--- config.mk ---
export PLATFORM = sky130hd
export DESIGN_NAME = fp_wb_arbiter
export DESIGN_NICKNAME = d
export VERILOG_FILES = /design/src/rtl/fpu_types.sv /design/src/rtl/fp_wb_age_counter.sv /design/src/rtl/fp_wb_arbiter.sv
export SDC_FILE = /design/constraint.sdc
export NUM_CORES = 1
export LEC_CHECK = 0
export ABC_AREA = 1
export BUFFER_PORTS_ARGS = -buffer_cell sky130_fd_sc_hd__buf_4
export CAP_MARGIN = 20
export CORE_ASPECT_RATIO = 1.75
export CORE_UTILIZATION = 40
export CTS_BUF_LIST = sky130_fd_sc_hd__clkbuf_2 sky130_fd_sc_hd__clkbuf_4 sky130_fd_sc_hd__clkbuf_8
export CTS_CLUSTER_DIAMETER = 50
export DETAILED_ROUTE_END_ITERATION = 8
export PLACE_DENSITY = 0.77
export SYNTH_ARGS = -nofsm -noshare
export SYNTH_HDL_FRONTEND = slang
export SYNTH_SLANG_ARGS = --single-unit
--- constraint.sdc ---
create_clock -name clk -period 3.5 [get_ports clk]
set_clock_uncertainty 0.05 [all_clocks]
set_input_delay 0.7 -clock clk [delete_from_list [all_inputs] [get_ports clk]]
set_output_delay 0.7 -clock clk [all_outputs]
set_load 0.02 [all_outputs]
--- src/rtl/fpu_types.sv ---
// Shared FPU types: field widths and the intermediate-writeback payload
// carried from every FP execution unit to the writeback arbiter.
package fpu_types;

  localparam int EXP_WIDTH_SP = 8;
  localparam int EXP_WIDTH_DP = 11;
  // Two extra bits let an unrounded result express over- and underflow.
  localparam int EXP_WIDTH    = EXP_WIDTH_DP + 2;
  localparam int GRS_WIDTH    = 3;
  localparam int ID_WIDTH     = 4;
  localparam int REG_WIDTH    = 5;
  localparam int FFLAGS_WIDTH = 5;
  localparam int CLZ_WIDTH    = 6;
  localparam int SHIFT_WIDTH  = 6;

  typedef enum logic [2:0] {
    RM_RNE = 3'd0,
    RM_RTZ = 3'd1,
    RM_RDN = 3'd2,
    RM_RUP = 3'd3,
    RM_RMM = 3'd4,
    RM_DYN = 3'd7
  } rm_e;

  typedef struct packed {
    logic [ID_WIDTH-1:0]     id;
    logic [REG_WIDTH-1:0]    rd;
    logic [FFLAGS_WIDTH-1:0] fflags;
    rm_e                     rm;
    logic [GRS_WIDTH-1:0]    grs;
    logic [CLZ_WIDTH-1:0]    clz;
    logic [SHIFT_WIDTH-1:0]  shift;
    logic [EXP_WIDTH-1:0]    exponent;
  } fp_wb_payload_t;

endpackage

--- src/rtl/fp_wb_age_counter.sv ---
// Per-source wait counter: counts cycles a request sits un-acknowledged,
// saturating at MAX_WAIT, and flags starvation once saturated.
module fp_wb_age_counter #(
  parameter int MAX_WAIT = 8
) (
  input  logic                         clk,
  input  logic                         rst,
  input  logic                         req,
  input  logic                         ack,
  output logic [$clog2(MAX_WAIT+1)-1:0] count,
  output logic                         starved
);

  localparam int WAIT_W = $clog2(MAX_WAIT + 1);
  localparam logic [WAIT_W-1:0] WAIT_MAX = WAIT_W'(MAX_WAIT);

  logic [WAIT_W-1:0] count_q;
  logic [WAIT_W-1:0] count_d;

  // NOTE: count_d gets a value on every path so no latch is inferred.
  always_comb begin
    count_d = count_q;
    if (!req || ack) begin
      count_d = '0;
    end else if (count_q != WAIT_MAX) begin
      count_d = count_q + 1'b1;
    end
  end

  // NOTE: state updates use non-blocking assignments only, so every flop
  // samples pre-edge values regardless of block evaluation order.
  always_ff @(posedge clk or posedge rst) begin
    if (rst) begin
      count_q <= '0;
    end else begin
      count_q <= count_d;
    end
  end

  assign count   = count_q;
  assign starved = (count_q == WAIT_MAX);

endmodule

--- src/rtl/fp_wb_arbiter.sv ---
// Arbitrates FP intermediate-writeback sources into one registered output
// slot: longest-latency unit first, with an age override against starvation.
module fp_wb_arbiter
  import fpu_types::*;
#(
  parameter int NUM_SOURCES = 3,
  parameter int MAX_WAIT    = 8
) (
  input  logic                           clk,
  input  logic                           rst,
  input  logic [NUM_SOURCES-1:0]         src_done,
  input  fp_wb_payload_t                 src_payload [NUM_SOURCES],
  output logic [NUM_SOURCES-1:0]         src_ack,
  output logic                           out_done,
  output fp_wb_payload_t                 out_payload,
  output logic [$clog2(NUM_SOURCES)-1:0] out_src,
  input  logic                           out_ack
);

  localparam int SRC_W  = $clog2(NUM_SOURCES);
  localparam int WAIT_W = $clog2(MAX_WAIT + 1);

  logic                               capture_en;
  logic                               capture;
  logic [NUM_SOURCES-1:0]             starved;
  logic [NUM_SOURCES-1:0][WAIT_W-1:0] wait_cnt;
  logic [NUM_SOURCES-1:0]             grant;

  logic             starve_hit;
  logic [SRC_W-1:0] starve_idx;
  logic             high_hit;
  logic [SRC_W-1:0] high_idx;
  logic             sel_valid;
  logic [SRC_W-1:0] sel_idx;

  logic             out_done_q,    out_done_d;
  logic [SRC_W-1:0] out_src_q,     out_src_d;
  fp_wb_payload_t   out_payload_q, out_payload_d;

  for (genvar g = 0; g < NUM_SOURCES; g++) begin : g_age
    fp_wb_age_counter #(
      .MAX_WAIT (MAX_WAIT)
    ) u_age (
      .clk     (clk),
      .rst     (rst),
      .req     (src_done[g]),
      .ack     (src_ack[g]),
      .count   (wait_cnt[g]),
      .starved (starved[g])
    );
  end

  assign capture_en = ~out_done_q | out_ack;

  // Starved sources win lowest-index first; otherwise the slowest unit wins.
  always_comb begin
    starve_hit = 1'b0;
    starve_idx = '0;
    for (int i = NUM_SOURCES - 1; i >= 0; i--) begin
      if (src_done[i] && starved[i]) begin
        starve_hit = 1'b1;
        starve_idx = SRC_W'(i);
      end
    end

    high_hit = 1'b0;
    high_idx = '0;
    for (int i = 0; i < NUM_SOURCES; i++) begin
      if (src_done[i]) begin
        high_hit = 1'b1;
        high_idx = SRC_W'(i);
      end
    end

    sel_valid = starve_hit | high_hit;
    sel_idx   = starve_hit ? starve_idx : high_idx;

    for (int i = 0; i < NUM_SOURCES; i++) begin
      grant[i] = sel_valid && (sel_idx == SRC_W'(i));
    end
  end

  // Reset gates the acknowledge so no source believes it was captured.
  assign src_ack = {NUM_SOURCES{capture_en & ~rst}} & grant;
  assign capture = |src_ack;

  always_comb begin
    out_done_d    = out_done_q;
    out_src_d     = out_src_q;
    out_payload_d = out_payload_q;
    if (capture) begin
      out_done_d    = 1'b1;
      out_src_d     = sel_idx;
      out_payload_d = src_payload[sel_idx];
    end else if (out_ack) begin
      out_done_d    = 1'b0;
    end
  end

  // NOTE: the payload is a single pipeline register, not a storage array, so
  // clearing it on reset is cheap and keeps out_payload deterministic.
  always_ff @(posedge clk or posedge rst) begin
    if (rst) begin
      out_done_q    <= 1'b0;
      out_src_q     <= '0;
      out_payload_q <= '0;
    end else begin
      out_done_q    <= out_done_d;
      out_src_q     <= out_src_d;
      out_payload_q <= out_payload_d;
    end
  end

  assign out_done    = out_done_q;
  assign out_src     = out_src_q;
  assign out_payload = out_payload_q;

endmodule

==> metrics.txt <==
status complete, no violations; largest net degree at the start of global routing 57; CP max FO 32; full die area 0.00851 mm^2; number of nets produced by synthesis 611; kind of critical path flip-flop to output port; number of global-route vias before repair 3602; GPL Wtd Cong 0.850; Synth Area in Adders 1.54%; clk buf depth 2; commonest non-fill, non-tap cell in the layout nand2_1; DR WL/cell 13.9 um; CTS resizes 0; Skew-Pair Late Insertion Delay 320 ps; Pwr per Cell Area 416 mW/mm^2; area grow syn2layout 46.8%; Initial Util 41.1%; row count 43; max_cap viols 0; drt pass-1 iters 4; xor and xnor area share after synthesis 1.08%; vias per cell 5.05; DRC Markers 0; setup slack, reg-to-reg 910 ps; yosys warns 0; via count 3686; startpoint class of the critical path flip-flop; setup TNS 0 ps; endpoint type of the worst setup path output port; count of cell types in the netlist 24; Slew @ Worst Pin 718 ps; Routed WL 10200 um; crit path DAT 2320 ps; max frequency 326 MHz; register area share after synthesis 43.1%; Detail Route Antenna Nets 0; post-layout min period 3070 ps; Critical Path RT 2750 ps; Post-Synth Simple-Gate Area 46.0%; Hold Startpoint out_src[1]; CTS tree done; Hold EP out_src[1]; #FFs+latches synth 56; final setup fails 0; Worst Hold Depth 2; Max stage delay cell, worst path dfrtp_1; Core ar. 0.00791 mm^2; Mapped Avg Cell Area 6.98 um^2; worst path cell trace inv_1, ha_1, nand3_2, nand2_2, nand3_4, inv_2, nand2_2, inv_1, buf_4; First DRT Iteration DRCs 206; Tot GR Track Use 24.4%; period utilization 87.7%; setup bufs post-CTS 0; Synth top area share 43.1%; port bufs 191; Die H 121 um; initial antenna violation count 0; r2r startpoint g_age[1].u_age.count[0]; most frequent cells in the layout 255 x nand2_1, 195 x buf_4, 63 x nand3_1, 56 x dfrtp_1, 17 x nand4_1; Slew Limit Fails 0; Num Clock Sinks 56; share of layout cells above drive strength 1 33.9%; cts hold-fix bufs 0; number of top-level pins 192; CTS H-Tree Depth 2; root buffer cell clkbuf_8; Post-Synthesis Cell Area 0.00325 mm^2; Die W 70.2 um; reg-to-reg endpoint out_payload[17]; worst hold path type flip-flop to flip-flop; CTS Buf Count 5; Reg2Reg Depth 10; first-pass GRT wire length 16500 um; unrepaired setup endpoints after global routing false; post-synth top area cell dfrtp_1; CP peak stage delay 430 ps; Area contributors post-synth dfrtp_1 43%, nand2_1 30%, nand3_1 9.7%; Syn Inst Count 466; Final nets 784; grt ovf 0; Clock transition at path regs 110 ps; ant diodes 0; multiplexer area fraction after synthesis 0%; DP Worst Slack 748 ps; Synth Area in Compound Gates 0.923%; largest family of logic cells by synthesized area simple AND/OR/NAND/NOR gates; Pleak 2.69 nW; final worst slack 431 ps; DP HPWL 7730 um; worst relative slew slack 52.2%; Hold Fails Final Rpt 0; Peak VDD IR 221 uV
## through the flow
step	power [W]	utilization, %	hold WS, ps	instances	cell area, um^2
2_1_floorplan	0.00120	-	471	466	3250
3_3_place_gp	0.00154	58.9	418	722	4660
3_5_place_dp	0.00156	58.9	425	722	4660
4_1_cts	0.00201	60.4	453	730	4780
5_1_grt	0.00210	60.4	483	730	4780
6_report	0.00199	60.4	453	730	4780
## sequential cells by signal, indices dropped and copies added (netlist names)
| signal | cells |
|---|---|
| g_age.u_age.count | 8 |
| out_done | 1 |
| out_payload | 45 |
| out_src | 2 |
## report_power, final
part | leakage (nW) | switching, W | internal (W) | total, W
Sequential | 0.699 | 0.0000672 | 0.000757 | 0.000824
Clock | 0.0548 | 0.000234 | 0.000216 | 0.000451
Combinational | 1.93 | 0.000387 | 0.000325 | 0.000711
## Yosys cell counts, drive strengths merged
cell,n
nand2,259
nand3,67
dfrtp,56
buf,25
nand4,18
inv,17
clkbuf,4
ha,4
nor2,4
a21oi,3
o21ai,3
nor3,2
xnor2,2
xor2,2
## worst max-delay path by stage
stage,from,endpoint,cells past startpoint
2_1_floorplan,rst,src_ack[2],5
3_3_place_gp,src_done[2],src_ack[1],7
3_5_place_dp,src_done[2],src_ack[1],7
4_1_cts,g_age[1].u_age.count[1],src_ack[1],9
5_1_grt,g_age[1].u_age.count[1],src_ack[1],9
6_report,g_age[1].u_age.count[0],src_ack[1],9
## cells by family after synthesis
family                   after synthesis
AND/OR/NAND/NOR                      350
flip-flops                            56
buffers and inverters                 46
XOR/XNOR                               4
adder cells (fa/ha/maj)                4
AO/OA/AOI/OAI                          6
## critical path, delay by kind of cell, from the launching register on
family	cells	cell delay (ps)
flops	1	430
buf+inv	4	740
simple gates	4	640
fa+ha+maj	1	190
## metal layers
metal	track usage, %	routed length [um]
met5	0	0
met4	9.50	269
met3	4.32	544
met2	47.5	5810
met1	25.1	3560
## area by class of cell
class,count,area [um^2]
Tap cell,90,113
Timing Repair Buffer,195,1460
Sequential cell,56,1400
Clock inverter,3,46.3
Inverter,17,63.8
Fill cell,764,3130
Clock buffer,5,68.8
Multi-Input combinational cell,364,1620
No activity file was read; power rests on OpenSTA's default activity.
